$ cat config.mk
export PLATFORM = sky130hd
export DESIGN_NAME = mdom_trigger_gen
export DESIGN_NICKNAME = d
export VERILOG_FILES = /design/src/rtl/mdom_trig_pkg.sv /design/src/rtl/mdom_discr_mult.sv /design/src/rtl/mdom_trigger_gen.sv
export SDC_FILE = /design/constraint.sdc
export NUM_CORES = 1
export LEC_CHECK = 0
export BUFFER_PORTS_ARGS = -buffer_cell sky130_fd_sc_hd__buf_2
export CAP_MARGIN = 15
export CORE_MARGIN = 3
export CORE_UTILIZATION = 51
export CTS_CLUSTER_SIZE = 30
export DETAILED_ROUTE_END_ITERATION = 12
export HOLD_SLACK_MARGIN = 0.15
export PLACE_DENSITY_LB_ADDON = 0.3
export SLEW_MARGIN = 10
export SYNTH_ARGS = -nofsm -noshare
export SYNTH_HDL_FRONTEND = slang
export SYNTH_SLANG_ARGS = --single-unit
$ cat constraint.sdc
create_clock -name clk -period 7.36 [get_ports clk]
set_input_delay 1.472 -clock clk [delete_from_list [all_inputs] [get_ports clk]]
set_output_delay 1.472 -clock clk [all_outputs]
set_load 0.1 [all_outputs]
$ cat src/rtl/mdom_trig_pkg.sv
// Shared encodings for the mDOM trigger generator:
// trigger source codes and ARMED/HOLDOFF state encoding.
package mdom_trig_pkg;

    localparam logic [2:0] TRIG_SRC_NONE   = 3'd0;
    localparam logic [2:0] TRIG_SRC_SW     = 3'd1;
    localparam logic [2:0] TRIG_SRC_EXT    = 3'd2;
    localparam logic [2:0] TRIG_SRC_DISCR  = 3'd3;
    localparam logic [2:0] TRIG_SRC_THRESH = 3'd4;

    typedef enum logic {
        ST_ARMED   = 1'b0,
        ST_HOLDOFF = 1'b1
    } trig_state_t;

endpackage

$ cat src/rtl/mdom_discr_mult.sv
// Discriminator multiplicity: polarity-corrected, masked channel
// count compared against the required multiplicity (0 acts as 1).
module mdom_discr_mult #(
    parameter int N_DISCR = 8,
    localparam int MW = $clog2(N_DISCR + 1)
) (
    input  logic [N_DISCR-1:0] discr,
    input  logic               pol,
    input  logic [N_DISCR-1:0] mask,
    input  logic [MW-1:0]      mult,
    output logic               hit
);

    logic [N_DISCR-1:0] active;
    logic [MW-1:0]      cnt;
    logic [MW-1:0]      need;

    always_comb begin
        active = ~(discr ^ {N_DISCR{pol}}) & mask;
        cnt    = '0;
        for (int i = 0; i < N_DISCR; i++) begin
            cnt = cnt + MW'(active[i]);
        end
        need = (mult == '0) ? MW'(1) : mult;
        hit  = (cnt >= need);
    end

endmodule

$ cat src/rtl/mdom_trigger_gen.sv
// mDOM trigger generator: threshold/TOT, discriminator multiplicity,
// software and external triggers with holdoff. Option: MDOM_TRIG_VETO_CNT_EN.
module mdom_trigger_gen
    import mdom_trig_pkg::*;
#(
    parameter int ADC_W     = 12,
    parameter int N_DISCR   = 8,
    parameter int TOT_W     = 8,
    parameter int HOLDOFF_W = 16,
    localparam int MW = $clog2(N_DISCR + 1)
) (
    input  logic                 clk,
    input  logic                 rst,
    input  logic [ADC_W-1:0]     adc_stream_in,
    output logic [ADC_W-1:0]     adc_stream_out,
    input  logic [N_DISCR-1:0]   discr_stream_in,
    output logic [N_DISCR-1:0]   discr_stream_out,
    input  logic                 gt,
    input  logic                 et,
    input  logic                 lt,
    input  logic [ADC_W-1:0]     thr,
    input  logic                 thresh_trig_en,
    input  logic [TOT_W-1:0]     thresh_min_tot,
    input  logic                 run,
    input  logic                 ext_trig_en,
    input  logic                 ext_run,
    input  logic                 discr_trig_en,
    input  logic                 discr_trig_pol,
    input  logic [N_DISCR-1:0]   discr_mask,
    input  logic [MW-1:0]        discr_mult,
    input  logic [HOLDOFF_W-1:0] holdoff,
    output logic [2:0]           trig_src,
    output logic                 trig,
    output logic                 thresh_tot,
    output logic                 discr_tot,
    output logic                 armed
`ifdef MDOM_TRIG_VETO_CNT_EN
    ,
    output logic [15:0]          veto_cnt
`endif
);

    logic                 rst_q;
    logic                 run_q;
    logic                 ext_q;
    logic                 run_p;
    logic                 ext_p;
    logic                 cmp;
    logic                 i_discr;
    logic                 i_thresh_q;
    logic [TOT_W-1:0]     tot_cnt;
    logic [TOT_W:0]       tot_inc;
    logic [TOT_W:0]       tot_need;
    logic                 cand;
    logic [2:0]           cand_src;
    trig_state_t          state;
    trig_state_t          state_nx;
    logic [HOLDOFF_W-1:0] hcnt;
    logic [HOLDOFF_W-1:0] hcnt_nx;
    logic                 trig_nx;
    logic [2:0]           src_nx;

    always_ff @(posedge clk) begin
        rst_q <= rst;
    end

    always_ff @(posedge clk) begin
        if (rst_q) begin
            run_q <= 1'b0;
            ext_q <= 1'b0;
        end else begin
            run_q <= run;
            ext_q <= ext_run;
        end
    end

    assign run_p = run & ~run_q;
    assign ext_p = ext_run & ~ext_q;

    assign cmp = (gt && (adc_stream_in >  thr)) ||
                 (et && (adc_stream_in == thr)) ||
                 (lt && (adc_stream_in <  thr));

    mdom_discr_mult #(
        .N_DISCR (N_DISCR)
    ) u_discr_mult (
        .discr (discr_stream_in),
        .pol   (discr_trig_pol),
        .mask  (discr_mask),
        .mult  (discr_mult),
        .hit   (i_discr)
    );

    // One extra bit so a saturated count still compares correctly.
    assign tot_inc    = {1'b0, tot_cnt} + 1'b1;
    assign tot_need   = (thresh_min_tot == '0) ? (TOT_W+1)'(1)
                                               : {1'b0, thresh_min_tot};
    assign i_thresh_q = cmp && (tot_inc >= tot_need);

    always_ff @(posedge clk) begin
        if (rst_q || !cmp) begin
            tot_cnt <= '0;
        end else if (tot_cnt != '1) begin
            tot_cnt <= tot_cnt + 1'b1;
        end
    end

    always_comb begin
        cand     = 1'b1;
        cand_src = TRIG_SRC_NONE;
        if (ext_trig_en && ext_p) begin
            cand_src = TRIG_SRC_EXT;
        end else if (discr_trig_en && i_discr) begin
            cand_src = TRIG_SRC_DISCR;
        end else if (thresh_trig_en && i_thresh_q) begin
            cand_src = TRIG_SRC_THRESH;
        end else if (run_p) begin
            cand_src = TRIG_SRC_SW;
        end else begin
            cand = 1'b0;
        end
    end

    always_ff @(posedge clk) begin
        if (rst_q) begin
            state <= ST_ARMED;
            hcnt  <= '0;
        end else begin
            state <= state_nx;
            hcnt  <= hcnt_nx;
        end
    end

    always_comb begin
        state_nx = state;
        hcnt_nx  = hcnt;
        trig_nx  = 1'b0;
        src_nx   = TRIG_SRC_NONE;
        case (state)
            ST_ARMED: begin
                if (cand) begin
                    trig_nx = 1'b1;
                    src_nx  = cand_src;
                    // Zero holdoff keeps the FSM armed every cycle.
                    if (holdoff != '0) begin
                        state_nx = ST_HOLDOFF;
                        hcnt_nx  = holdoff;
                    end
                end
            end
            ST_HOLDOFF: begin
                hcnt_nx = hcnt - 1'b1;
                if (hcnt <= HOLDOFF_W'(1)) begin
                    state_nx = ST_ARMED;
                    hcnt_nx  = '0;
                end
            end
            default: begin
                state_nx = ST_ARMED;
                hcnt_nx  = '0;
            end
        endcase
    end

    always_ff @(posedge clk) begin
        if (rst_q) begin
            adc_stream_out   <= '0;
            discr_stream_out <= '0;
            thresh_tot       <= 1'b0;
            discr_tot        <= 1'b0;
            trig             <= 1'b0;
            trig_src         <= TRIG_SRC_NONE;
        end else begin
            adc_stream_out   <= adc_stream_in;
            discr_stream_out <= discr_stream_in;
            thresh_tot       <= cmp;
            discr_tot        <= i_discr;
            trig             <= trig_nx;
            trig_src         <= src_nx;
        end
    end

    assign armed = (state == ST_ARMED);

`ifdef MDOM_TRIG_VETO_CNT_EN
    always_ff @(posedge clk) begin
        if (rst_q) begin
            veto_cnt <= '0;
        end else if (state == ST_HOLDOFF && cand && veto_cnt != 16'hFFFF) begin
            veto_cnt <= veto_cnt + 16'd1;
        end
    end
`endif

endmodule

==> impl_results.rst, run 1 <==
.. list-table::
   :header-rows: 1

   * - Metric
     - Value
   * - Status
     - complete, no violations
   * - Clock tree from TritonCTS
     - done
   * - Synth-to-Final Area Change
     - 20.9%
   * - Total DRC errors in the routed layout
     - 0
   * - Initial DRC count
     - 138
   * - Detail-routed via count per cell
     - about 5.3
   * - Clock Latency Late Sink
     - 0.30 ns
   * - Most area-hungry cell type in the Yosys netlist
     - sky130_fd_sc_hd__dfxtp_1
   * - Top-area cell type share of the netlist area
     - 33.4%
   * - Post-synthesis cell area
     - 3240 sq um
   * - Worst slack after detailed placement
     - 0.789 ns
   * - Max-slew violations
     - 0
   * - Ranking of synthesized cells by area
     - sky130_fd_sc_hd__dfxtp_1 (33%), sky130_fd_sc_hd__ha_1 (12%), sky130_fd_sc_hd__xnor2_1 (5.7%), sky130_fd_sc_hd__inv_1 (5.3%), sky130_fd_sc_hd__nor2b_1 (5.0%)
   * - Final min period
     - 6.27 ns
   * - Wire length of the first global-routing pass
     - 12.2 mm
   * - Placed cell count
     - 541
   * - Antenna Cells
     - 0
   * - Half-perimeter wire length after placement
     - between 6 and 7 mm
   * - Area occupied by multi-input gates
     - 1930 sq um
   * - Nature of the critical path startpoint
     - primary input
   * - Top FF cell, synth
     - sky130_fd_sc_hd__dfxtp_1
   * - HP Class
     - reg2reg
   * - Filler Cell Count
     - approximately 520
   * - Final clock period utilization by the worst path
     - between 80% and 90%
   * - Number of instances on the worst hold path
     - 2
   * - Slew at the pin closest to its max-slew limit
     - 0.647 ns
   * - Number of gates given a new drive strength after cts
     - 0
   * - Most instantiated cells after synthesis
     - sky130_fd_sc_hd__dfxtp_1 (54), sky130_fd_sc_hd__inv_1 (46), sky130_fd_sc_hd__ha_1 (30), sky130_fd_sc_hd__nor2_1 (26), sky130_fd_sc_hd__nor2b_1 (26)
   * - Reg-to-reg endpoint
     - hcnt[0]
   * - Initial antenna violation count
     - 0
   * - Total count of hold-check failures in the final report
     - 0
   * - Static leakage power
     - 2.03 nW
   * - Power density over the cells
     - 243 nW/um^2
   * - WL final
     - 7.42 mm
   * - Core outline area
     - 6030 sq um
   * - Ratio of cells with drive above 1 in the final layout
     - ~28%
   * - Data arrival time of the worst path
     - about 6.4 ns
   * - Worst hold endpoint
     - hcnt[12]
   * - Finish-stage setup viols
     - 0
   * - Highest ir drop seen on vdd
     - 0.138 mV
   * - Sequential Area
     - 1080 sq um
   * - Remaining global-route overflow
     - 0
   * - Maximum number of buffers from clock root to sink
     - 2
   * - Flip-flop and latch count after synthesis
     - 54
   * - Max-capacitance violation count
     - 0
   * - Crit Path Class
     - in2reg
   * - RSZ-0062 raised after global routing
     - false
   * - Cell with the most instances after synthesis
     - sky130_fd_sc_hd__dfxtp_1
   * - Post-Syn Nets
     - between 400 and 500
   * - Number of buffers added by the clock tree synthesis step
     - 5
   * - Initial cell density of the core
     - 53.8%
   * - Max-Slew Margin vs Limit
     - 56.4%
   * - Slack of the worst reg-to-reg path
     - 4.07 ns
   * - Port Buffer Count
     - ~110
   * - Site Rows
     - 28
   * - Number of distinct standard cells referenced by the synthesized netlist
     - 55
   * - Worst setup slack after layout
     - 1.09 ns
   * - Sequential cell area fraction in the yosys report
     - 33.4%
   * - Achievable frequency
     - about 160 MHz
   * - Sinks on Clock Net
     - 54
   * - Die Ht
     - 85.7 um
   * - Total negative setup slack
     - 0 ns
   * - Min-delay src
     - hcnt[12]
   * - CP Capture Type
     - register
   * - Average wire per standard cell
     - 13.5 um
   * - Net count reported at finish
     - 586
   * - Total GRT Usage
     - 20.5%
   * - Clock edge transition at the registers on the reported setup and hold paths
     - 0.09 ns
   * - Required time at the endpoint of the critical path
     - 7.53 ns
   * - Synthesis warning total
     - 0
   * - Root Driver
     - sky130_fd_sc_hd__clkbuf_8
   * - FF-to-FF Start
     - tot_cnt[0]
   * - Largest net degree at the start of global routing
     - 30
   * - Number of detailed-routing iterations run before antenna repair
     - 4
   * - End-of-flow core utilization
     - around 65%
   * - Number of synthesized flops with an enable pin
     - 0
   * - Setup skew after layout
     - roughly 0.0061 ns
   * - Die footprint
     - 7340 sq um
   * - Share of flip-flops with an asynchronous set or reset
     - 0%
   * - Number of cells traversed by the worst register-to-register path
     - 14
   * - Number of global-route vias before repair
     - approximately 2800
   * - Horiz. Die Dim
     - approximately 86 um
   * - Antenna-violating nets left
     - 0
   * - Instance count of the mapped netlist
     - around 370
   * - # H-tree levels
     - 2
   * - Top Ports
     - 106
   * - Filler-free cell count of the finished design
     - 549
   * - Synth Area per Inst
     - 8.83 sq um
   * - Number of setup buffers added after CTS
     - 0
   * - Total via count in the routed design
     - 2926
   * - Cts-stage hold buffer count
     - 0
   * - Peak fanout along the critical path
     - 11
   * - Global placement routability congestion
     - around 0.83
state kept, by name (all words and copies together), names as in the netlist, 3 cells and up:
signal,count
trig_src,3
hcnt,16
adc_stream_out,12
tot_cnt,8
discr_stream_out,8
through the flow:
step	power (mW)	cell area (sq um)	hold WS, ns
floorplan	0.699	3240	0.475
global placement	0.776	3820	0.492
detailed placement	0.787	3820	0.506
CTS	0.957	3920	0.527
global route	1.02	3920	0.546
finish	0.952	3920	0.522
report_power, final:
part | internal [mW] | leakage, nW | switching [mW]
clock network | 0.0761 | 0.0482 | 0.0927
logic | 0.157 | 1.54 | 0.261
registers | 0.329 | 0.446 | 0.0358
logic make-up (layout without fill, tap and decap cells):
kind of cell	after synthesis	count (layout)	synth area share, %
AND/OR/NAND/NOR	130	130	21.7
AO/OA/AOI/OAI	66	66	16.2
buffers and inverters	55	162	6.95
flip-flops	54	54	33.4
adder cells (fa/ha/maj)	34	34	14.1
XOR/XNOR	24	24	6.49
multiplexers	4	4	1.24
critical path, stage by stage:
cell	delay, ns
sky130_fd_sc_hd__buf_2	0.17
sky130_fd_sc_hd__xnor2_1	0.14
sky130_fd_sc_hd__and2_1	0.16
sky130_fd_sc_hd__ha_1	0.27
sky130_fd_sc_hd__inv_1	0.05
sky130_fd_sc_hd__fa_1	0.54
sky130_fd_sc_hd__inv_1	0.06
sky130_fd_sc_hd__fa_1	0.56
sky130_fd_sc_hd__fa_1	0.20
sky130_fd_sc_hd__inv_1	0.06
sky130_fd_sc_hd__fa_1	0.37
sky130_fd_sc_hd__xnor2_1	0.14
sky130_fd_sc_hd__ha_1	0.32
sky130_fd_sc_hd__a21oi_1	0.15
sky130_fd_sc_hd__o21ai_0	0.12
sky130_fd_sc_hd__a31oi_1	0.34
sky130_fd_sc_hd__o2111ai_2	0.18
sky130_fd_sc_hd__o221ai_2	0.53
sky130_fd_sc_hd__buf_4	0.29
sky130_fd_sc_hd__mux2i_1	0.22
sky130_fd_sc_hd__o22ai_1	0.10
worst max path at each step:
stage,from,to,slack (ns),cells after the start
5_1_grt,discr_trig_pol,hcnt[1],0.76,21
4_1_cts,discr_trig_pol,hcnt[0],1.11,21
2_1_floorplan,discr_trig_pol,hcnt[4],1.21,21
6_report,discr_trig_pol,hcnt[0],1.09,21
3_5_place_dp,discr_trig_pol,hcnt[0],0.79,21
3_3_place_gp,discr_trig_pol,hcnt[1],0.96,21
placed cells by master (no fill, tap or decap), drive strengths merged, types with 4 or more instances in the layout:
cell type / n
nor3: 11
clkbuf: 7
nor2: 27
dfxtp: 54
xnor2: 21
buf: 107
a221o: 7
a21o: 5
o21ai: 5
and2: 8
ha: 30
nand2: 19
nand3: 11
mux2i: 4
nor4: 10
inv: 46
and3: 10
a211o: 6
fa: 4
a21oi: 16
a31oi: 4
nor2b: 26
layer usage:
metal	vias up	global-route usage, %	part of all wire, %
li1	1493	-	-
met1	1322	23.3	42
met2	98	36.4	49
met3	13	6.24	7.8
met4	0	6.62	1.7
met5	-	0	0
layout make-up:
class	count	share of cell area, %
tap	75	2.40
clock buffer	7	2.20
multi-input combinational	258	49.4
inverter	47	4.50
sequential	54	27.6
clock inverter	1	0.128
timing repair buffer	107	13.8
(Power assumes the default switching activity.)
==> run 2: changes to the inputs <==
ABC_AREA = 1   (was unset)
CORE_UTILIZATION = 52   (was 51)
==> run 2 against run 1 <==
Net effect: core utilization fell by 0.47 points; design area rose by 5.2%; non-clock buffer count fell by 2; synthesized cell count rose by 38%; worst setup slack improved by 0.18 ns; clock power rose by 16%; first-iteration DRC count rose by 2.9%; area after synthesis rose by 6.7%; critical path type unchanged; critical endpoint is now hcnt[13]; largest power group unchanged.
==> impl_results.rst, run 2 <==
.. list-table::
   :header-rows: 1

   * - Metric
     - Value
   * - Status
     - complete, no violations
   * - Final std cell area, no fill
     - 4120 sq um
   * - Worst slack after detailed placement
     - a little under 1 ns
   * - Internal cell power
     - roughly 0.54 mW
   * - Number of buffers added by the clock tree synthesis step
     - 5
   * - Core outline area
     - 6390 sq um
   * - Global placement routability congestion
     - 0.881
   * - Compound-Gate Fraction of Synth Area
     - between 10% and 20%
   * - Sequential cell area fraction in the yosys report
     - 31.3%
   * - Total GRT Usage
     - 21.1%
   * - Net switching power figure
     - around 0.36 mW
   * - Synth Area per Inst
     - 6.84 sq um
   * - Clock tree from TritonCTS
     - done
   * - Filler-free cell count of the finished design
     - 682
   * - Max-Slew Margin vs Limit
     - 40.3%
   * - Overall power of the completed layout
     - 0.899 mW
   * - Clock Latency Late Sink
     - about 0.3 ns
   * - Most common cell after layout, fill and taps aside
     - sky130_fd_sc_hd__buf_2
   * - Worst setup slack after layout
     - 1.28 ns
   * - Sinks on Clock Net
     - 54
   * - Top FF cell, synth
     - sky130_fd_sc_hd__dfxtp_1
   * - Portion of total power attributed to sequential cells
     - 39.0%
   * - Largest family of logic cells by synthesized area
     - simple AND/OR/NAND/NOR gates
   * - Synthesis warning total
     - 0
   * - Number of synthesized flops with an enable pin
     - 0
   * - Number of detailed-routing iterations run before antenna repair
     - 4
   * - Filler Cell Count
     - 590
   * - Initial DRC count
     - between 100 and 150
   * - Port Buffer Count
     - 105
   * - Placed cell count
     - 675
   * - Net switching fraction of the power
     - 40.0%
   * - Max-capacitance violation count
     - 0
   * - Instance count of the mapped netlist
     - approximately 500
   * - Top Ports
     - approximately 110
   * - Nature of the critical path startpoint
     - primary input
   * - Crit Path Class
     - in2reg
   * - Remaining global-route overflow
     - 0
   * - Post-Syn Nets
     - approximately 620
   * - Largest net degree at the start of global routing
     - 25
   * - Flip-flop count of the largest register, all copies and words added
     - 16
   * - Number of global-route vias before repair
     - about 3300
   * - Initial antenna violation count
     - 0
   * - Net count reported at finish
     - around 700
   * - Maximum number of buffers from clock root to sink
     - 2
   * - Area of placed instances
     - ~4000 sq um
   * - Required time at the endpoint of the critical path
     - ~7.6 ns
   * - Finish-stage setup viols
     - 0
   * - End-of-flow core utilization
     - roughly 65%
   * - Average wire per standard cell
     - 11.5 um
   * - Final clock period utilization by the worst path
     - between 80% and 90%
   * - Multiplexer share of the synthesized area
     - 0%
   * - Share of synthesized cell area in full adder, half adder and majority cells
     - 13.2%
   * - Clock edge transition at the registers on the reported setup and hold paths
     - 0.10 ns
   * - Site Rows
     - 29
   * - Ratio of cells with drive above 1 in the final layout
     - 21.0%
   * - Area occupied by multi-input gates
     - ~1900 sq um
   * - Static leakage power
     - 2.39 nW
   * - Slew at the pin closest to its max-slew limit
     - 0.894 ns
   * - Total count of hold-check failures in the final report
     - 0
   * - Clock network fraction of total power
     - 21.8%
   * - Parity-gate share of the synthesized area counting xor and xnor cells
     - between 4 and 5%
   * - Final min period
     - 6.08 ns
   * - CP Capture Type
     - register
   * - Destination of the critical timing path
     - hcnt[13]
   * - Setup skew after layout
     - 0.0102 ns
   * - Largest registers
     - hcnt: 16 flops, adc_stream_out: 12 flops
   * - Initial cell density of the core
     - 54.1%
   * - Die footprint
     - 7660 sq um
   * - Antenna Cells
     - 0
   * - HP Class
     - reg2reg
   * - Cts-stage hold buffer count
     - 0
   * - Beginning of the critical path
     - discr_trig_pol
   * - Wire length of the first global-routing pass
     - 13.3 mm
   * - Root Driver
     - sky130_fd_sc_hd__clkbuf_8
   * - Post-synthesis simple-gate area fraction
     - about 29%
   * - Top-area cell type share of the netlist area
     - about 31%
   * - Cell with the most instances after synthesis
     - sky130_fd_sc_hd__inv_1
   * - Data arrival time of the worst path
     - 6.29 ns
   * - Power density over the cells
     - 218 nW/um^2
   * - Number of cells traversed by the worst register-to-register path
     - 18
   * - WL final
     - 7.83 mm
   * - Sequential Area
     - 1080 sq um
   * - Worst Hold Slack
     - 0.519 ns
   * - Max-slew violations
     - 0
   * - Post-synthesis cell area
     - around 3500 sq um
   * - Top register by number of flip-flops
     - hcnt
   * - Combinational share of power
     - 39.2%
   * - FF-to-FF Start
     - tot_cnt[0]
   * - Total via count in the routed design
     - 3406
   * - Ranking of synthesized cells by area
     - sky130_fd_sc_hd__dfxtp_1 (31%), sky130_fd_sc_hd__ha_1 (11%), sky130_fd_sc_hd__inv_1 (10%), sky130_fd_sc_hd__nand2_1 (9.7%), sky130_fd_sc_hd__nor2_1 (8.6%)
   * - Reg-to-reg endpoint
     - hcnt[13]
   * - Share of flip-flops with an asynchronous set or reset
     - 0%
   * - Die Ht
     - 87.5 um
   * - Detail-routed via count per cell
     - 4.99
   * - Horiz. Die Dim
     - 87.5 um
   * - Half-perimeter wire length after placement
     - 6.33 mm
   * - Total DRC errors in the routed layout
     - 0
   * - Most instantiated cells after synthesis
     - sky130_fd_sc_hd__inv_1 (94), sky130_fd_sc_hd__nand2_1 (89), sky130_fd_sc_hd__nor2_1 (79), sky130_fd_sc_hd__dfxtp_1 (54), sky130_fd_sc_hd__a21oi_1 (34)
   * - Most area-hungry cell type in the Yosys netlist
     - sky130_fd_sc_hd__dfxtp_1
   * - Number of gates given a new drive strength after cts
     - 0
   * - Slack of the worst reg-to-reg path
     - 4.12 ns
   * - Number of distinct standard cells referenced by the synthesized netlist
     - 35
   * - RSZ-0062 raised after global routing
     - false
   * - Highest ir drop seen on vdd
     - around 0.16 mV
   * - Synth-to-Final Area Change
     - 19.2%
   * - Peak fanout along the critical path
     - 21
   * - Antenna-violating nets left
     - 0
   * - # H-tree levels
     - 2
   * - Number of setup buffers added after CTS
     - 0
   * - Flip-flop and latch count after synthesis
     - 54
   * - Total negative setup slack
     - 0 ns
   * - Leading cell types in the layout, fill and taps excluded
     - sky130_fd_sc_hd__buf_2 (105), sky130_fd_sc_hd__inv_1 (94), sky130_fd_sc_hd__nand2_1 (89)
   * - Achievable frequency
     - 164 MHz
==> run 2: critical path, cell delays in order <==
cell                       delay, ns
sky130_fd_sc_hd__buf_2          0.19
sky130_fd_sc_hd__inv_1          0.11
sky130_fd_sc_hd__o21ai_0        0.16
sky130_fd_sc_hd__a21oi_1        0.07
sky130_fd_sc_hd__ha_1           0.28
sky130_fd_sc_hd__inv_1          0.05
sky130_fd_sc_hd__fa_1           0.52
sky130_fd_sc_hd__inv_1          0.05
sky130_fd_sc_hd__fa_1           0.50
sky130_fd_sc_hd__fa_1           0.45
sky130_fd_sc_hd__inv_1          0.08
sky130_fd_sc_hd__fa_1           0.40
sky130_fd_sc_hd__inv_1          0.07
sky130_fd_sc_hd__ha_1           0.24
sky130_fd_sc_hd__inv_1          0.07
sky130_fd_sc_hd__nor2_1         0.04
sky130_fd_sc_hd__o211ai_1       0.14
sky130_fd_sc_hd__nand3_1        0.11
sky130_fd_sc_hd__nand2_1        0.11
sky130_fd_sc_hd__nand2_1        0.07
sky130_fd_sc_hd__nor2_1         0.15
sky130_fd_sc_hd__nand3_2        0.37
sky130_fd_sc_hd__nand2_2        0.35
sky130_fd_sc_hd__nand2_1        0.10
sky130_fd_sc_hd__nand2_1        0.08
sky130_fd_sc_hd__nor2_1         0.04
==> run 2: cell families (layout without fill, tap and decap cells) <==
group,after synthesis,after routing
DFF,54,54
adders and majority gates,34,34
AOI/OAI and AO/OA,63,63
xor gates and xnor gates,16,16
buffers and inverters,110,210
and+or+nand+nor,228,228
==> run 2: power by group through the flow <==
stage	combinational, mW	clock, mW	sequential, mW
CTS	0.353	0.204	0.350
finish	0.352	0.196	0.351
detailed placement	0.351	0	0.357
floorplan	0.219	0	0.417
global placement	0.340	0	0.356
global route	0.401	0.215	0.355
==> run 2: worst min-delay path by stage <==
| stage | slack (ns) | to | startpoint | depth (start not counted) |
|---|---|---|---|---|
| 2_1_floorplan | 0.46 | tot_cnt[1] | tot_cnt[1] | 2 |
| 3_3_place_gp | 0.48 | tot_cnt[1] | tot_cnt[1] | 2 |
| 3_5_place_dp | 0.51 | hcnt[1] | hcnt[1] | 2 |
| 4_1_cts | 0.52 | tot_cnt[1] | tot_cnt[1] | 2 |
| 5_1_grt | 0.55 | tot_cnt[1] | tot_cnt[1] | 2 |
| 6_report | 0.52 | tot_cnt[1] | tot_cnt[1] | 2 |
==> run 2: cell type report <==
type                       instances  area share (%)
multi-input combinational        341            47.1
tap                               77            2.34
clock buffer                       5            1.67
clock inverter                     2           0.941
sequential                        54            26.2
timing repair buffer             105            12.8
inverter                          98            8.96
==> run 2: routing by layer <==
layer  GRT usage [%]  vias to the layer above  share of wire (%)
li1                -                     1786                  -
met1            25.0                     1497                 42
met2            37.7                      112                 49
met3            5.87                       11                8.2
met4            5.02                        0               0.94
met5               0                        -                  0
==> run 3: changes to the inputs <==
clock period = 5.61 ns   (was 7.36 ns; I/O delays follow)
==> run 3 against run 2 <==
Net effect: non-clock buffer count increased by 4; critical endpoint is now hcnt[4]; hold slack got worse by 0.021 ns; clock power increased by 37%; sequential cell count unchanged; critical path type unchanged; critical path depth unchanged; sequential power increased by 31%.
==> impl_results.rst, run 3 (synthesis results as in run 2) <==
.. list-table::
   :header-rows: 1

   * - Metric
     - Value
   * - Max-Slew Margin vs Limit
     - slightly below 40%
   * - Initial cell density of the core
     - 54.1%
   * - Most common cell after layout, fill and taps aside
     - sky130_fd_sc_hd__buf_2
   * - Sinks on Clock Net
     - 54
   * - Total GRT Usage
     - 21.9%
   * - # H-tree levels
     - 2
   * - Initial DRC count
     - 180
   * - Destination of the critical timing path
     - hcnt[4]
   * - Leading cell types in the layout, fill and taps excluded
     - sky130_fd_sc_hd__buf_2 (106), sky130_fd_sc_hd__inv_1 (94), sky130_fd_sc_hd__nand2_1 (89)
   * - Slack of the worst reg-to-reg path
     - 2.65 ns
   * - Finish-stage setup viols
     - 0
   * - Antenna-violating nets left
     - 0
   * - Number of cells traversed by the worst register-to-register path
     - 18
   * - Antenna Cells
     - 0
   * - Final clock period utilization by the worst path
     - 95.6%
   * - Total DRC errors in the routed layout
     - 0
   * - Peak fanout along the critical path
     - 8
   * - Crit Path Class
     - in2reg
   * - Data arrival time of the worst path
     - 5.61 ns
   * - Die footprint
     - 7660 sq um
   * - Nature of the critical path startpoint
     - primary input
   * - Initial antenna violation count
     - 0
   * - Flip-flop count of the largest register, all copies and words added
     - 16
   * - Required time at the endpoint of the critical path
     - between 5 and 6 ns
   * - Worst slack after detailed placement
     - 0.0100 ns
   * - Static leakage power
     - 2.42 nW
   * - Number of detailed-routing iterations run before antenna repair
     - 4
   * - Clock edge transition at the registers on the reported setup and hold paths
     - 0.09 ns
   * - Number of global-route vias before repair
     - 3341
   * - Filler Cell Count
     - 596
   * - Site Rows
     - 29
   * - Total count of hold-check failures in the final report
     - 0
   * - Area occupied by multi-input gates
     - just under 2000 sq um
   * - Port Buffer Count
     - 105
   * - Horiz. Die Dim
     - between 80 and 90 um
   * - Largest registers
     - hcnt: 16 flops, adc_stream_out: 12 flops
   * - Cts-stage hold buffer count
     - 0
   * - Average wire per standard cell
     - 11.7 um
   * - Clock Latency Late Sink
     - 0.31 ns
   * - Core outline area
     - 6390 sq um
   * - FF-to-FF Start
     - tot_cnt[0]
   * - Wire length of the first global-routing pass
     - ~14 mm
   * - End-of-flow core utilization
     - roughly 66%
   * - Synth-to-Final Area Change
     - 21.1%
   * - Library cell contributing the largest single delay on the critical path
     - sky130_fd_sc_hd__fa_1
   * - Top register by number of flip-flops
     - hcnt
   * - Status
     - complete, no violations
   * - WL final
     - 8.06 mm
   * - Remaining global-route overflow
     - 0
   * - Number of setup buffers added after CTS
     - 0
   * - Critical Path Most Common Cell
     - sky130_fd_sc_hd__inv_1
   * - HP Class
     - reg2reg
   * - Largest net degree at the start of global routing
     - 25
   * - Die Ht
     - just under 90 um
   * - Top Ports
     - 106
   * - Achievable frequency
     - 186 MHz
   * - Total via count in the routed design
     - 3495
   * - Max-slew violations
     - 0
   * - Net count reported at finish
     - between 700 and 800
   * - Slew at the pin closest to its max-slew limit
     - 0.921 ns
   * - Detail-routed via count per cell
     - 5.09
   * - Global placement routability congestion
     - ~0.88
   * - Worst setup slack after layout
     - around 0.24 ns
   * - Beginning of the critical path
     - discr_trig_pol
   * - CP Capture Type
     - register
   * - Sequential Area
     - 1080 sq um
   * - Highest ir drop seen on vdd
     - about 0.17 mV
   * - Maximum number of buffers from clock root to sink
     - 2
   * - Number of buffers added by the clock tree synthesis step
     - 5
   * - Power density over the cells
     - 289 nW/um^2
   * - Final min period
     - 5.37 ns
   * - Ratio of cells with drive above 1 in the final layout
     - 21.8%
   * - Setup skew after layout
     - 0.0171 ns
   * - Reg-to-reg endpoint
     - hcnt[4]
   * - Clock tree from TritonCTS
     - done
   * - Root Driver
     - sky130_fd_sc_hd__clkbuf_8
   * - Max-capacitance violation count
     - 0
   * - Half-perimeter wire length after placement
     - 6.36 mm
   * - Highest cell delay on the worst timing path
     - between 0.5 and 0.6 ns
==> run 3: changes by cell type in the layout (fill, tap and decap cells not counted), sizes merged <==
cell / before / now
nand2: 92 / 93
clkbuf: 5 / 6
buf: 105 / 109
clkinv: 2 / 1
==> run 3: timing repair <==
action | in CTS | in global routing
resized for setup | 0 | 6
endpoints found under the hold margin | 0 | 0
setup endpoints to repair | 0 | 16
==> run 3: worst min path at each step <==
stage,from,to,depth (start not counted)
floorplan,tot_cnt[1],tot_cnt[1],2
global placement,tot_cnt[1],tot_cnt[1],2
detailed placement,tot_cnt[1],tot_cnt[1],2
CTS,tot_cnt[1],tot_cnt[1],2
global route,tot_cnt[1],tot_cnt[1],2
finish,tot_cnt[1],tot_cnt[1],2
==> run 3: metrics by stage <==
stage / std cells / hold WS, ns / instance area [sq um] / power [mW] / setup TNS (ns)
6_report: 687 / 0.498 / 4190 / 1.21 / 0
5_1_grt: 687 / 0.529 / 4190 / 1.30 / -0.435
4_1_cts: 685 / 0.497 / 4150 / 1.20 / 0
3_5_place_dp: 678 / 0.484 / 4040 / 0.934 / 0
3_3_place_gp: 678 / 0.476 / 4040 / 0.918 / 0
2_1_floorplan: 505 / 0.461 / 3460 / 0.834 / 0
==> run 3: area by class of cell <==
class	instances	area share, %
well taps	77	2.30
multi-input cells	342	47.0
inverters	98	8.82
flip-flops and latches	54	25.8
clock inverters	1	0.717
repair buffers	109	13.4
clock buffers	6	1.97
==> run 3: power by group <==
part	total [mW]	internal (mW)	switching [mW]
Clock	0.269	0.143	0.126
Combinational	0.481	0.163	0.318
Sequential	0.460	0.423	0.0372
Total	1.21	0.729	0.482
==> run 3: layer usage <==
metal / track usage [%] / vias to the layer above / wire length [um]
met5: 0 / - / 0
met4: 7.53 / 0 / 175
met3: 6.34 / 19 / 667
met2: 37.7 / 127 / 3860
met1: 26.0 / 1552 / 3350
li1: - / 1797 / -
==> run 3: worst max-delay path, delay by kind of cell <==
kind	cells	cell delay [ns]
compound gates	3	0.38
fa+ha+maj	6	2.39
simple gates	9	0.96
buf+inv	8	0.77
